## config.mk

```make
export PLATFORM = sky130hd
export DESIGN_NAME = wb_bus_arbiter
export DESIGN_NICKNAME = d
export VERILOG_FILES = /design/src/rtl/wb_bus_arbiter.sv
export SDC_FILE = /design/constraint.sdc
export NUM_CORES = 1
export LEC_CHECK = 0
export ABC_AREA = 1
export ABC_CLOCK_PERIOD_IN_PS = 1700
export CAP_MARGIN = 20
export CORE_AREA = 2 2 112 114
export CTS_CLUSTER_DIAMETER = 120
export DETAILED_ROUTE_END_ITERATION = 10
export DIE_AREA = 0 0 114 116
export PLACE_DENSITY = 0.61
export SYNTH_ARGS = -nofsm -noshare
export SYNTH_HDL_FRONTEND = slang
export SYNTH_SLANG_ARGS = --single-unit
```

## constraint.sdc

```tcl
create_clock -name clk -period 1.7 [get_ports clk]
set_input_delay 0.34 -clock clk [delete_from_list [all_inputs] [get_ports clk]]
set_output_delay 0.34 -clock clk [all_outputs]
set_load 0.03 [all_outputs]
```

## src/rtl/wb_bus_arbiter.sv

```systemverilog
// -----------------------------------------------------------------------------
// wb_bus_arbiter
//   Round-robin Wishbone arbiter sharing one slave-side bus between
//   NUM_MASTERS masters. Ownership is granted for a whole cycle (held while
//   the owner keeps cyc high), acks/errs are routed to the owner only, and a
//   watchdog forces an err when a strobed access is never terminated.
//
// Ports
//   clk, rst                 clock (rising edge) / asynchronous active-low reset
//   mCyc, mStb, mWe          per-master Wishbone control, one bit per master
//   mAdr, mSel, mDatOut      packed per-master address / byte select / write data
//   mDatIn                   read data broadcast to every master
//   mAck, mErr               per-master termination, only the owner's bit can rise
//   sCyc, sStb, sWe          slave-side control of the granted master
//   sAdr, sSel, sDatOut      slave-side address / byte select / write data
//   sDatIn, sAck, sErr       slave read data and termination
//   grant                    registered one-hot owner, zero when idle/releasing
//   timeoutErr               one-cycle pulse when the watchdog expires
// -----------------------------------------------------------------------------
module wb_bus_arbiter #(
  parameter int NUM_MASTERS    = 2,
  parameter int BUS_WIDTH      = 32,
  parameter int ADDR_WIDTH     = 32,
  parameter int TIMEOUT_CYCLES = 255
) (
  input  logic                              clk,
  input  logic                              rst,
  input  logic [NUM_MASTERS-1:0]            mCyc,
  input  logic [NUM_MASTERS-1:0]            mStb,
  input  logic [NUM_MASTERS-1:0]            mWe,
  input  logic [NUM_MASTERS*ADDR_WIDTH-1:0] mAdr,
  input  logic [NUM_MASTERS*BUS_WIDTH/8-1:0] mSel,
  input  logic [NUM_MASTERS*BUS_WIDTH-1:0]  mDatOut,
  output logic [BUS_WIDTH-1:0]              mDatIn,
  output logic [NUM_MASTERS-1:0]            mAck,
  output logic [NUM_MASTERS-1:0]            mErr,
  output logic                              sCyc,
  output logic                              sStb,
  output logic                              sWe,
  output logic [ADDR_WIDTH-1:0]             sAdr,
  output logic [BUS_WIDTH/8-1:0]            sSel,
  output logic [BUS_WIDTH-1:0]              sDatOut,
  input  logic [BUS_WIDTH-1:0]              sDatIn,
  input  logic                              sAck,
  input  logic                              sErr,
  output logic [NUM_MASTERS-1:0]            grant,
  output logic                              timeoutErr
);

  localparam int SEL_W = BUS_WIDTH / 8;
  localparam int IDX_W = (NUM_MASTERS > 1) ? $clog2(NUM_MASTERS) : 1;
  // Width 1 keeps the counter legal when the watchdog is disabled.
  localparam int WD_W  = (TIMEOUT_CYCLES > 0) ? $clog2(TIMEOUT_CYCLES + 1) : 1;
  localparam logic [WD_W-1:0] WD_LAST = (TIMEOUT_CYCLES > 0) ? WD_W'(TIMEOUT_CYCLES - 1) : '0;
  localparam logic [WD_W-1:0] WD_MAX  = '1;
  localparam logic [NUM_MASTERS-1:0] ONE_HOT0 = NUM_MASTERS'(1);

  typedef enum logic [1:0] {
    ST_IDLE    = 2'd0,
    ST_BUSY    = 2'd1,
    ST_RELEASE = 2'd2
  } state_e;

  state_e                 state_q;
  logic [NUM_MASTERS-1:0] grant_q;
  logic [IDX_W-1:0]       owner_q;
  logic [IDX_W-1:0]       last_q;
  logic [WD_W-1:0]        wd_cnt_q;
  logic                   wd_fire_q;

  logic [IDX_W-1:0]       rr_cand_d;
  logic [IDX_W-1:0]       pick_idx_d;
  logic                   pick_vld_d;
  logic [NUM_MASTERS-1:0] pick_oh_d;
  logic                   wd_run_s;

  // Round-robin pick: scan last+1, last+2, ... and keep the first requester.
  always_comb begin
    pick_vld_d = 1'b0;
    pick_idx_d = last_q;
    rr_cand_d  = last_q;
    for (int k = 1; k <= NUM_MASTERS; k++) begin
      rr_cand_d  = IDX_W'((int'(last_q) + k) % NUM_MASTERS);
      pick_idx_d = (!pick_vld_d && mCyc[rr_cand_d]) ? rr_cand_d : pick_idx_d;
      pick_vld_d = pick_vld_d | mCyc[rr_cand_d];
    end
    pick_oh_d = pick_vld_d ? (ONE_HOT0 << pick_idx_d) : '0;
  end

  // Ownership FSM: grant in IDLE, hold while owner keeps cyc, one RELEASE gap.
  always_ff @(posedge clk or negedge rst) begin
    if (!rst) begin
      state_q <= ST_IDLE;
      grant_q <= '0;
      owner_q <= '0;
      last_q  <= IDX_W'(NUM_MASTERS - 1);
    end else begin
      case (state_q)
        ST_IDLE: begin
          if (pick_vld_d) begin
            grant_q <= pick_oh_d;
            owner_q <= pick_idx_d;
            state_q <= ST_BUSY;
          end
        end
        ST_BUSY: begin
          if (!mCyc[owner_q]) begin
            grant_q <= '0;
            last_q  <= owner_q;
            state_q <= ST_RELEASE;
          end
        end
        ST_RELEASE: begin
          grant_q <= '0;
          state_q <= ST_IDLE;
        end
        default: begin
          grant_q <= '0;
          state_q <= ST_IDLE;
        end
      endcase
    end
  end

  // Slave-side mux: grant_q is zero outside BUSY, so the AND-OR also gates strobes off.
  always_comb begin
    sCyc    = 1'b0;
    sStb    = 1'b0;
    sWe     = 1'b0;
    sAdr    = '0;
    sSel    = '0;
    sDatOut = '0;
    for (int i = 0; i < NUM_MASTERS; i++) begin
      sCyc    = sCyc | (mCyc[i] & grant_q[i]);
      sStb    = sStb | (mStb[i] & grant_q[i]);
      sWe     = sWe  | (mWe[i]  & grant_q[i]);
      sAdr    = sAdr    | (mAdr[i*ADDR_WIDTH +: ADDR_WIDTH] & {ADDR_WIDTH{grant_q[i]}});
      sSel    = sSel    | (mSel[i*SEL_W +: SEL_W]           & {SEL_W{grant_q[i]}});
      sDatOut = sDatOut | (mDatOut[i*BUS_WIDTH +: BUS_WIDTH] & {BUS_WIDTH{grant_q[i]}});
    end
  end

  // A strobed access is stalled when neither the slave nor the watchdog terminated it.
  assign wd_run_s = sStb & ~sAck & ~sErr & ~wd_fire_q;

  // Watchdog: count consecutive stalled cycles; fire for one cycle on the last one.
  always_ff @(posedge clk or negedge rst) begin
    if (!rst) begin
      wd_cnt_q  <= '0;
      wd_fire_q <= 1'b0;
    end else if ((TIMEOUT_CYCLES == 0) || !wd_run_s) begin
      wd_cnt_q  <= '0;
      wd_fire_q <= 1'b0;
    end else if (wd_cnt_q == WD_LAST) begin
      wd_cnt_q  <= '0;
      wd_fire_q <= 1'b1;
    end else begin
      wd_fire_q <= 1'b0;
      if (wd_cnt_q != WD_MAX) begin
        wd_cnt_q <= wd_cnt_q + WD_W'(1);
      end
    end
  end

  // Err dominates ack when the slave raises both.
  assign mAck       = grant_q & mStb & {NUM_MASTERS{sAck & ~sErr}};
  assign mErr       = grant_q & mStb & {NUM_MASTERS{sErr | wd_fire_q}};
  assign mDatIn     = sDatIn;
  assign grant      = grant_q;
  assign timeoutErr = wd_fire_q;

endmodule

```

# Word-level counts from Yosys, hierarchy flattened
# Index checks and enable logic that the tools add are counted.
dict set report classes {
  n_lt_le_gt_ge 3
  n_mul 0
  bitwise 31
  n_eq_ne 6
  shifts 1
  mux 19
  n_div 0
  reduce_logical 6
  n_addsub 3
}
# operator n
set ops {}
lappend ops {{$and A32 B32 Y32} 4}
lappend ops {{$or A32 B32 Y32} 2}
lappend ops {{$mux W8} 3}
lappend ops {{$and A1 B1 Y1} 10}
lappend ops {{$mux W1} 10}
lappend ops {{$add A8 B1 Y8 const B} 1}
lappend ops {{$and A4 B4 Y4} 2}
lappend ops {{$eq A8 B8 Y1 const B} 1}
lappend ops {{$mux W2} 4}
lappend ops {{$ne A8 B8 Y1 const B} 1}
lappend ops {{$pmux W2 S2} 2}
lappend ops {{$and A2 B2 Y2} 3}
lappend ops {{$lt A1 B2 Y1 const B} 3}
lappend ops {{$reduce_and A2 Y1} 3}
lappend ops {{$or A1 B1 Y1} 5}
lappend ops {{$ne A2 B2 Y1 const B} 2}
lappend ops {{$not A1 Y1} 4}
lappend ops {{$or A4 B4 Y4} 1}
lappend ops {{$ne A3 B1 Y1 const B} 1}
lappend ops {{$add A1 B1 Y1 const B} 2}
lappend ops {{$eq A2 B1 Y1 const B} 1}
lappend ops {{$logic_not A2 Y1} 1}
lappend ops {{$shl A1 B1 Y2 const A} 1}
lappend ops {{$logic_and A1 B1 Y1} 1}
lappend ops {{$logic_not A1 Y1} 1}
dict set report totals {
  register_bits 15
  mem_bits_rw 0
  latch_bits 0
  output_inout_bits 110
  rom_bits 0
  memories 0
  word_cells 75
}

# Depth between registers and ports, before layout
dict set report depth {
  depth_word 9
  mapped_depth 9
  depth_no_buf 9
}

# Worst setup path before layout
# Ideal clock, no wire load.
dict set report synth_path {
  kind {register to output}
  start {register grant_q[0] (netlist: grant[0])}
  end {output mAck[0]}
  path_buffers 1
  setup_slack_ns -0.073
  t_arrival_ns 1.433
  stages_incl_launch_ff 4
  cell_sequence {dfrtp_1 buf_4 nand2_2 nor3_1}
}
dict set report synth_between {
  elab_chain_cells 2
}
# element line_no
set synth_rtl {}
lappend synth_rtl {{start: declaration} 65} ;# logic [NUM_MASTERS-1:0] grant_q;
lappend synth_rtl {{start signal: assignment} 101} ;# grant_q <= pick_oh_d;
lappend synth_rtl {{$and A2 B2 Y2 (2 in a row)} 166} ;# assign mAck = grant_q & mStb & {NUM_MASTERS{sAck & ~sErr}};
lappend synth_rtl {{end: declaration} 35} ;# output logic [NUM_MASTERS-1:0] mAck,
# No other way between the ends.

# Worst setup path in the final report
dict set report layout_path {
  start {register grant_q[0] (netlist: grant[0])}
  end {output sDatOut[20]}
}
dict set report layout_between {
  elab_chain_cells 2
}
# element line_no
set layout_rtl {}
lappend layout_rtl {{$and A32 B32 Y32} 139} ;# sDatOut = sDatOut | (mDatOut[i*BUS_WIDTH +: BUS_WIDTH] & {BUS_WIDTH{grant_q[i]}});
lappend layout_rtl {{$or A32 B32 Y32} 139}
lappend layout_rtl {{end: declaration} 42} ;# output logic [BUS_WIDTH-1:0] sDatOut,
# No other way between the ends.

==> impl_metrics.toml <==
[synth]
yosysWarnings = 0
yosysMostFrequentCell = "a22o_1"
ys_ff_latch = 15
synthTopCellsByArea = "a22o_1 (34%), dfrtp_1 (19%), buf_4 (14%)"
synth_flop_cell = "dfrtp_1"
netlist_area_um2 = 1810
synth_top_area_share_pct = 34.0
async_flop_share_pct = 100
avgSynthCellArea_um2 = 7.65
synth_edf_count = 0
ys_seq_area_share_pct = 20.9
yosysTopAreaCell = "a22o_1"
synth_commonest_cells = "a22o_1 (70), buf_4 (34), nand2_1 (34), nor2_1 (18)"
synth_cell_type_count = 20
synthCells = 236
syn_nets = 416

[finish]
antenna_cells = 0
syn_to_final_growth_pct = 138
fillers = 1214
drive_gt1_share_pct = 26.8
finalNetCount = 603
fin_util_pct = 36.1
stdcell_area_um2 = 4300

[pwr]
p_switching_mw = 2.77
power.density_nw_per_um2 = 1340
p_leak_nw = 1.85
power.share.sequential_pct = 8.5
ir_drop_uv = 559
power.internal_mw = 2.99
power.share.clock_pct = 7.8
pwr-share-comb_pct = 83.6
sw_frac_of_total_pct = 48.0

[grt]
grt_usage_pct = 16.4
antenna_found_initial = 0
grt_pass1_wl_mm = 15.8
grt_pass1_vias = 2383
grt_start_max_net_pins = 32
grt-ovfl-total = 0

[worst_setup_path]
crit_fanout = 31
cp-start-kind = "flip-flop"
slowest_delay_ns = 0.39
reg2reg_to = "wd_cnt_q[3]"
crit_arrival_ns = 1.33
required_ns = 1.36
crit_slowest_cell = "dfrtp_2"
worstPathCellList = "buf_6 -> a22o_1 -> buf_12"
path_class = "flip-flop to output port"
ff2ff_setup_slack_ns = 0.33
endpoint_kind = "output port"
r2r_cells = 8
crit-reg2reg-launch = "wd_cnt_q[1]"

[sta]
setup_violations = 0
slew_viol_final = 0
rsz0062_at_grt = "yes"
slew_headroom_pct = 79.8
fmax_ghz = 0.598
finalHoldViolCount = 0
skew_ns = 0.00592
layout_min_cycle_time_ns = 1.67
worst_slew_pin_slew_ns = 0.303
fin_crit_sh_pct = 98.4

[place]
place_hpwl_mm = 10.6
dpl-instance-area_um2 = 4190
place.gp.congestion = 0.800
port_buffers = 223

[cts]
cts.reportedPaths.clkPinSlew_ns = 0.05
cts_tree = "done"
cts_root_buffer = "clkbuf_16"
cts_buffer_depth = 2
cts_max_level = 1
cts_sinks = 15
clock_latency_ns = 0.24
cts_buffers = 3

[drt]
wl_mm = 12.3
ant_nets = 0
routedWlPerCell_um = 21.5
drt_iter0_drc = 104
num_vias = 2423
drc_errors = 0
vias_per_cell = 4.26
dr.pass1.iters = 4

[floorplanning]
initial_core_util_pct = 15.2
core_area_um2 = 11900
die_x_um = 114
rows = 40
die_height_um = 116
dieArea_um2 = 13200
pin_count = 288

[status]
outcome = "finished clean"

[hold_path]
hold_class = "primary input to asynchronous set/reset pin"

[job]
cap_violations = 0
[how the worst max path moves through the flow]
stage / startpoint / to / slack [ns] / cells past startpoint
2_1_floorplan: grant[0] / mErr[0] / 0.16 / 3
3_3_place_gp: sErr / wd_cnt_q[5] / 0.09 / 8
3_5_place_dp: sErr / wd_cnt_q[3] / 0.03 / 8
4_1_cts: grant[1] / sAdr[8] / -0.05 / 3
5_1_grt: grant[0] / sAdr[12] / -0.03 / 3
6_report: grant[0] / sDatOut[20] / 0.03 / 3
[repair_timing]
item | in CTS | in global routing
pin swaps | 0 | 0
endpoints found under the setup margin | 21 | 56
setup buffers | 0 | 0
hold buffers | 0 | 0
resized for setup | 2 | 3
[layer usage]
metal | share of wire [%] | up-vias | global-route usage (%)
met5 | 0 | - | 0
met4 | 0.43 | 0 | 1.54
met3 | 20 | 6 | 14.4
met2 | 43 | 144 | 23.8
met1 | 37 | 1095 | 18.9
li1 | - | 1178 | -
[power by group through the flow]
stage	sequential, mW	combinational, mW	clock [mW]
global placement	0.485	4.79	0
CTS	0.489	4.84	0.463
floorplan	0.500	2.44	0
global route	0.502	5.04	0.475
detailed placement	0.489	4.79	0
finish	0.491	4.82	0.451
[layout make-up]
class / count / area [um^2] / area share [%]
tap: 147 / 184 / 4.28
clock buffer: 3 / 75.1 / 1.75
sequential: 15 / 379 / 8.82
multi-input combinational: 156 / 1060 / 24.6
inverter: 17 / 63.8 / 1.48
timing repair buffer: 230 / 2530 / 58.9
clock inverter: 1 / 5.00 / 0.116
[critical path: cells and delay by family (launching register included)]
family                 cells  cell delay [ns]
buffers and inverters      2             0.41
flip-flops                 1             0.39
AO/OA/AOI/OAI              1             0.28
[kinds of logic after synthesis]
| family | after synthesis | synth area share [%] |
|---|---|---|
| and+or+nand+nor | 78 | 20.4 |
| AOI/OAI and AO/OA | 76 | 35.8 |
| buffers and inverters | 65 | 21.6 |
| DFF | 15 | 20.9 |
| adders and majority gates | 2 | 1.39 |
[per-stage QoR]
step	worst slack [ns]	hold slack [ns]	total power [mW]	setup TNS [ns]	std cells
final	0.0264	0.409	5.76	0	569
after global routing	-0.0273	0.428	6.02	-0.189	569
after floorplan	0.155	0.0444	2.94	0	236
after CTS	-0.0513	0.414	5.80	-0.243	569
after detailed placement	0.0284	0.508	5.28	0	565
after global placement	0.0904	0.504	5.28	0	565
[cells in the final DEF, fill, tap and decap left out, types with 4 or more instances in the layout]
| master | synthesis | routed |
|---|---|---|
| clkdlybuf4s50_1 | 0 | 146 |
| dfrtp_1 | 14 | 12 |
| nor3_2 | 2 | 4 |
| nand2_1 | 34 | 34 |
| o21ai_0 | 5 | 5 |
| nand2_2 | 4 | 4 |
| nand3_1 | 5 | 5 |
| buf_12 | 0 | 34 |
| a22o_1 | 70 | 69 |
| inv_1 | 14 | 14 |
| buf_4 | 34 | 46 |
| nor2_1 | 18 | 18 |
| buf_6 | 0 | 4 |
| nor2_2 | 7 | 7 |
[state kept, by name, indices dropped and copies added (netlist names)]
name / cells
wd_cnt_q: 8
grant: 2
state_q: 2
last_q: 1
owner_q: 1
timeoutErr: 1
No activity file was read; power rests on OpenSTA's default activity.
==> RTL change 1, RTL diff (same settings) <==
Make the reset (`rst`) synchronous in 2 clocked blocks. Comments in the files are not updated.
--- a/src/rtl/wb_bus_arbiter.sv
+++ b/src/rtl/wb_bus_arbiter.sv
@@ -88,7 +88,7 @@
   end
 
   // Ownership FSM: grant in IDLE, hold while owner keeps cyc, one RELEASE gap.
-  always_ff @(posedge clk or negedge rst) begin
+  always_ff @(posedge clk) begin
     if (!rst) begin
       state_q <= ST_IDLE;
       grant_q <= '0;
@@ -144,7 +144,7 @@
   assign wd_run_s = sStb & ~sAck & ~sErr & ~wd_fire_q;
 
   // Watchdog: count consecutive stalled cycles; fire for one cycle on the last one.
-  always_ff @(posedge clk or negedge rst) begin
+  always_ff @(posedge clk) begin
     if (!rst) begin
       wd_cnt_q  <= '0;
       wd_fire_q <= 1'b0;
Check against the original RTL: differs if rst is asserted again (counterexample within 4 cycles, from zero or initial values and one cycle with rst low); with rst held inactive, the same outputs for 10 cycles.
==> RTL change 1 against the unedited design <==
Fmax is 3.0% higher; final area is 6.5% lower; synthesized area is 3.7% lower; sequential cell count stayed put; routed wire length is 19% lower; global-route usage is 3.3 points lower; setup slack better by 48 ps; critical path type is now input port to primary output; critical endpoint is now mErr[0].
Power is not compared: it rests on default switching activity, and its combinational part moved more than twofold at a synthesized area within 25%.
==> RTL change 1: results (changes against the unedited design) <==
| Metric | Value |
|---|---|
| Async SR Flop Fraction | 0% (was 100%) |
| Crit-path max cell delay | 470 ps (was 390 ps) |
| Sequential-to-total area share from yosys stat | 17.3% (was 20.9%) |
| DR iter-0 viols | 92 (was 104) |
| Ranking of synthesized cells by area | a22o_1 (35%), dfxtp_1 (17%), buf_4 (15%) (was a22o_1 (34%), dfrtp_1 (19%), buf_4 (14%)) |
| Net Switching | 1.11 mW |
| GPL Wtd Cong | 0.796 (was 0.800) |
| Clock Latency Late Sink | 240 ps (about the same) |
| Status | completed (unchanged) |
| Crit path DAT | 1290 ps (was 1330 ps) |
| Crit-path slowest cell | clkdlybuf4s50_1 (was dfrtp_2) |
| Vias in the first global route | 2203 (was 2383) |
| CTS clk-pin slew, worst paths | 50 ps (about the same) |
| Layout cell share with drive strength beyond 1 | 24.4% (was 26.8%) |
| R2R cell count | 7 (was 8) |
| Clock skew | 2.75 ps (was 5.92 ps) |
| Post-detail-place hpwl | 8430 um (was 10600 um) |
| Ys flop type | dfxtp_1 (was dfrtp_1) |
| First-pass GRT wire length | 13100 um (was 15800 um) |
| Antenna fix cells | 0 (unchanged) |
| Synth top cells by count | a22o_1 (70), buf_4 (34), nand2_1 (27) (was a22o_1 (70), buf_4 (34), nand2_1 (34)) |
| Final #Nets | 599 (was 603) |
| RR Startpoint | grant[1] (was wd_cnt_q[1]) |
| Max Root-Sink Buffers | 2 (unchanged) |
| Netlist cell types | 26 (was 20) |
| Fillers | 1207 (was 1214) |
| CP max FO | 3 (was 31) |
| Hold WC Path Type | flip-flop to flip-flop (was input port to asynchronous set/reset pin) |
| Mapped Avg Cell Area | 7.40 sq um (was 7.65 sq um) |
| Worst slew pin tran | 305 ps (was 303 ps) |
| Pin count of the biggest net entering global routing | 53 (was 32) |
| R2r setup slk | 340 ps |
| Post-CTS setup buffers | 0 (unchanged) |
| Total GRT Usage | 13.1% (was 16.4%) |
| Worst setup endpoint | mErr[0] (was sDatOut[20]) |
| Routed WL | 9920 um (was 12300 um) |
| Vias per inst | 4.23 (was 4.26) |
| H-tree lvl count | 1 (unchanged) |
| DR WL/cell | 17.6 um (was 21.5 um) |
| Crit. Startpoint | sErr (was grant[0]) |
| Placed insts | 561 (was 565) |
| R2R Path End | wd_cnt_q[4] (was wd_cnt_q[3]) |
| Combinational share of power | 69.0% |
| Synth-to-layout area growth | 131% (was 138%) |
| Post-Syn Nets | 415 (was 416) |
| Post-layout min period | 1630 ps (was 1670 ps) |
| Setup WS pre-CTS | 51.8 ps (was 28.4 ps) |
| Placed Area | 3930 sq um (was 4190 sq um) |
[RTL change 1: changes by cell type in the layout (fill, tap and decap cells not counted), sizes merged, moves of 4 or more]
| cell | change |
|---|---|
| a21oi | +6 |
| dfrtp | -14 |
| dfxtp | +15 |
| inv | +5 |
| nand2 | -8 |
| nand3 | +4 |
| nor2 | -12 |
[RTL change 1: cell type report]
cell class	count	area share (%)
sequential	15	7.54
timing repair buffer	227	57.6
multi-input combinational	148	26.0
clock buffer	3	1.87
inverter	24	2.27
tap	147	4.58
clock inverter	1	0.125
[RTL change 1: timing repair]
item,CTS,global route
hold endpoints to repair,0,0
endpoints found under the setup margin,0,5
resized for setup,0,2
hold buffers,0,0
[RTL change 1: tightest hold or removal path, cell delays in order, from the launching register on]
cell and delay [ps]:
dfxtp_1 330, nand2_1 70, a21oi_1 50
[RTL change 1: worst min-delay path by stage]
stage | startpoint | endpoint | slack [ps] | cells after the start
2_1_floorplan | rst | last_q | 420 | 1
5_1_grt | last_q | last_q | 530 | 2
3_3_place_gp | last_q | last_q | 490 | 2
6_report | owner_q | owner_q | 500 | 2
4_1_cts | last_q | last_q | 500 | 2
3_5_place_dp | last_q | last_q | 490 | 2
[RTL change 1: kinds of logic (layout without fill, tap and decap cells)]
kind of cell | count (synthesis) | after routing | share of synthesized area (%)
XOR/XNOR | 3 | 3 | 1.51
AO/OA/AOI/OAI | 80 | 80 | 38.1
flip-flops | 15 | 15 | 17.3
adder cells (fa/ha/maj) | 2 | 2 | 1.44
AND/OR/NAND/NOR | 63 | 63 | 18.4
buffers and inverters | 72 | 255 | 23.2
[RTL change 1: layer usage]
layer | global-route usage [%] | share of wire [%]
met1 | 15.9 | 40
met2 | 23.3 | 50
met3 | 3.87 | 9.0
met4 | 2.36 | 1.1
met5 | 0 | 0
==> RTL change 2, RTL diff (same settings) <==
Made on the original files. Set the parameter `NUM_MASTERS` to 1 (it was 2).
--- a/src/rtl/wb_bus_arbiter.sv
+++ b/src/rtl/wb_bus_arbiter.sv
@@ -18,7 +18,7 @@
 //   timeoutErr               one-cycle pulse when the watchdog expires
 // -----------------------------------------------------------------------------
 module wb_bus_arbiter #(
-  parameter int NUM_MASTERS    = 2,
+  parameter int NUM_MASTERS    = 1,
   parameter int BUS_WIDTH      = 32,
   parameter int ADDR_WIDTH     = 32,
   parameter int TIMEOUT_CYCLES = 255
Interface: changed (9 resized); port bits go from 288 to 214. No check against the original RTL was run, so the function may have changed too.
==> RTL change 2 against the unedited design <==
Setup slack improved by 26 ps; power fell by 40%; routed wire length down 58%; fmax up 1.5%; final area is 31% lower; clock skew down 5.0 ps; critical path depth down 2; non-clock buffer count down 77; first-iteration DRC count fell by 56%; synthesized area fell by 15%; sequential share of layout area increased by 1.4 points; sequential cell count fell by 3; largest cell class unchanged; combinational power shrank 45%.
==> RTL change 2: results (changes against the unedited design) <==
| Metric | Value |
|---|---|
| Status | completed (unchanged) |
| Routed via count | 1858 (was 2423) |
| DR iter-0 viols | 46 (was 104) |
| CTS resizes | 0 (was 2) |
| Final #Nets | 499 (was 603) |
| Fillers | 1286 (was 1214) |
| RR Startpoint | grant (was wd_cnt_q[1]) |
| Routed WL | 5180 um (was 12300 um) |
| Layout cell share with drive strength beyond 1 | 25.4% (was 26.8%) |
| Worst slew margin relative to its limit | 77.0% (was 79.8%) |
| # port buffers | 149 (was 223) |
| CP max FO | 3 (was 31) |
| Synth top cells by count | nand2_1 (87), inv_1 (84), buf_4 (33) (was a22o_1 (70), buf_4 (34), nand2_1 (34)) |
| Crit-path max cell delay | 680 ps (was 390 ps) |
| Placed Area | 2860 sq um (was 4190 sq um) |
| Crit-path slowest cell | clkdlybuf4s50_1 (was dfrtp_2) |
| Fin Hold WS | 369 ps (was 409 ps) |
| R2r setup slk | 380 ps (was 330 ps) |
| Crit path DAT | 1310 ps (was 1330 ps) |
| VDD IR-drop max | 0.000526 V (was 0.000559 V) |
| Total GRT Usage | 6.73% (was 16.4%) |
| Sequential-to-total area share from yosys stat | 19.5% (was 20.9%) |
| Post-Syn Nets | 381 (was 416) |
| Ranking of synthesized cells by area | nand2_1 (21%), inv_1 (21%), dfrtp_1 (20%) (was a22o_1 (34%), dfrtp_1 (19%), buf_4 (14%)) |
| Reported leakage power | 1.91 nW (was 1.85 nW) |
| Netlist cell types | 25 (was 20) |
| First-pass GRT wire length | 7320 um (was 15800 um) |
| Drt pass-1 iters | 4 (unchanged) |
| Post-detail-place hpwl | 4520 um (was 10600 um) |
| Power Dens Cells | 1170 nW/um^2 (was 1340 nW/um^2) |
RTL change 2: cell count changes after synthesis, moves of 6 or more:
cell / delta
nor2_1: -6
a22o_1: -70
nand2_1: +53
buf_2: -10
inv_1: +70
RTL change 2: through the flow:
step,worst slack [ps],cells
after floorplan,105,272
after global placement,176,532
after detailed placement,148,532
after CTS,41.9,536
after global routing,14.6,536
final,52.0,536
RTL change 2: logic make-up after synthesis:
kind of cell / Yosys count / share of synthesized area, %
xor gates and xnor gates: 2 / 1.14
and+or+nand+nor: 125 / 36.4
buffers and inverters: 126 / 39.3
DFF: 12 / 19.5
AOI/OAI and AO/OA: 5 / 2.04
adders and majority gates: 2 / 1.63
RTL change 2: final timing paths:
path                                    end  depth (start not counted)
worst min-delay path            wd_cnt_q[1]                          1
max in group asynchronous       wd_cnt_q[5]                          2
min in group clk                 state_q[1]                          3
worst min register to register   state_q[1]                          3
worst max register to register  wd_cnt_q[2]                          7
worst max-delay path                  grant                          1
RTL change 2: cell type report:
class                   count  share of cell area, %
inverters                  86                   11.0
flip-flops and latches     12                   10.2
clock buffers               4                   3.01
multi-input cells         134                   21.6
well taps                 147                   6.23
repair buffers            153                   47.9
RTL change 2: worst register-to-register path: cells and delay by family, from the launching register on:
family	cells	cell delay [ps]
buffers and inverters	2	290
flip-flops	1	390
AO/OA/AOI/OAI	1	130
AND/OR/NAND/NOR	4	430
RTL change 2: power breakdown:
group / switching [mW] / leakage [nW] / total (mW) / internal (mW)
sequential: 0.0251 / 0.163 / 0.339 / 0.314
clock: 0.125 / 0.0442 / 0.480 / 0.355
combinational: 1.65 / 1.71 / 2.65 / 1.00
total: 1.80 / 1.91 / 3.47 / 1.67
RTL change 2: metal layers:
metal | GRT usage [%] | wire [um] | vias up | part of all wire, %
met4 | 2.60 | 108 | 0 | 2.1
li1 | - | - | 947 | -
met1 | 7.57 | 2020 | 810 | 39
met3 | 1.94 | 433 | 11 | 8.4
met5 | 0 | 0 | - | 0
met2 | 12.1 | 2610 | 90 | 50
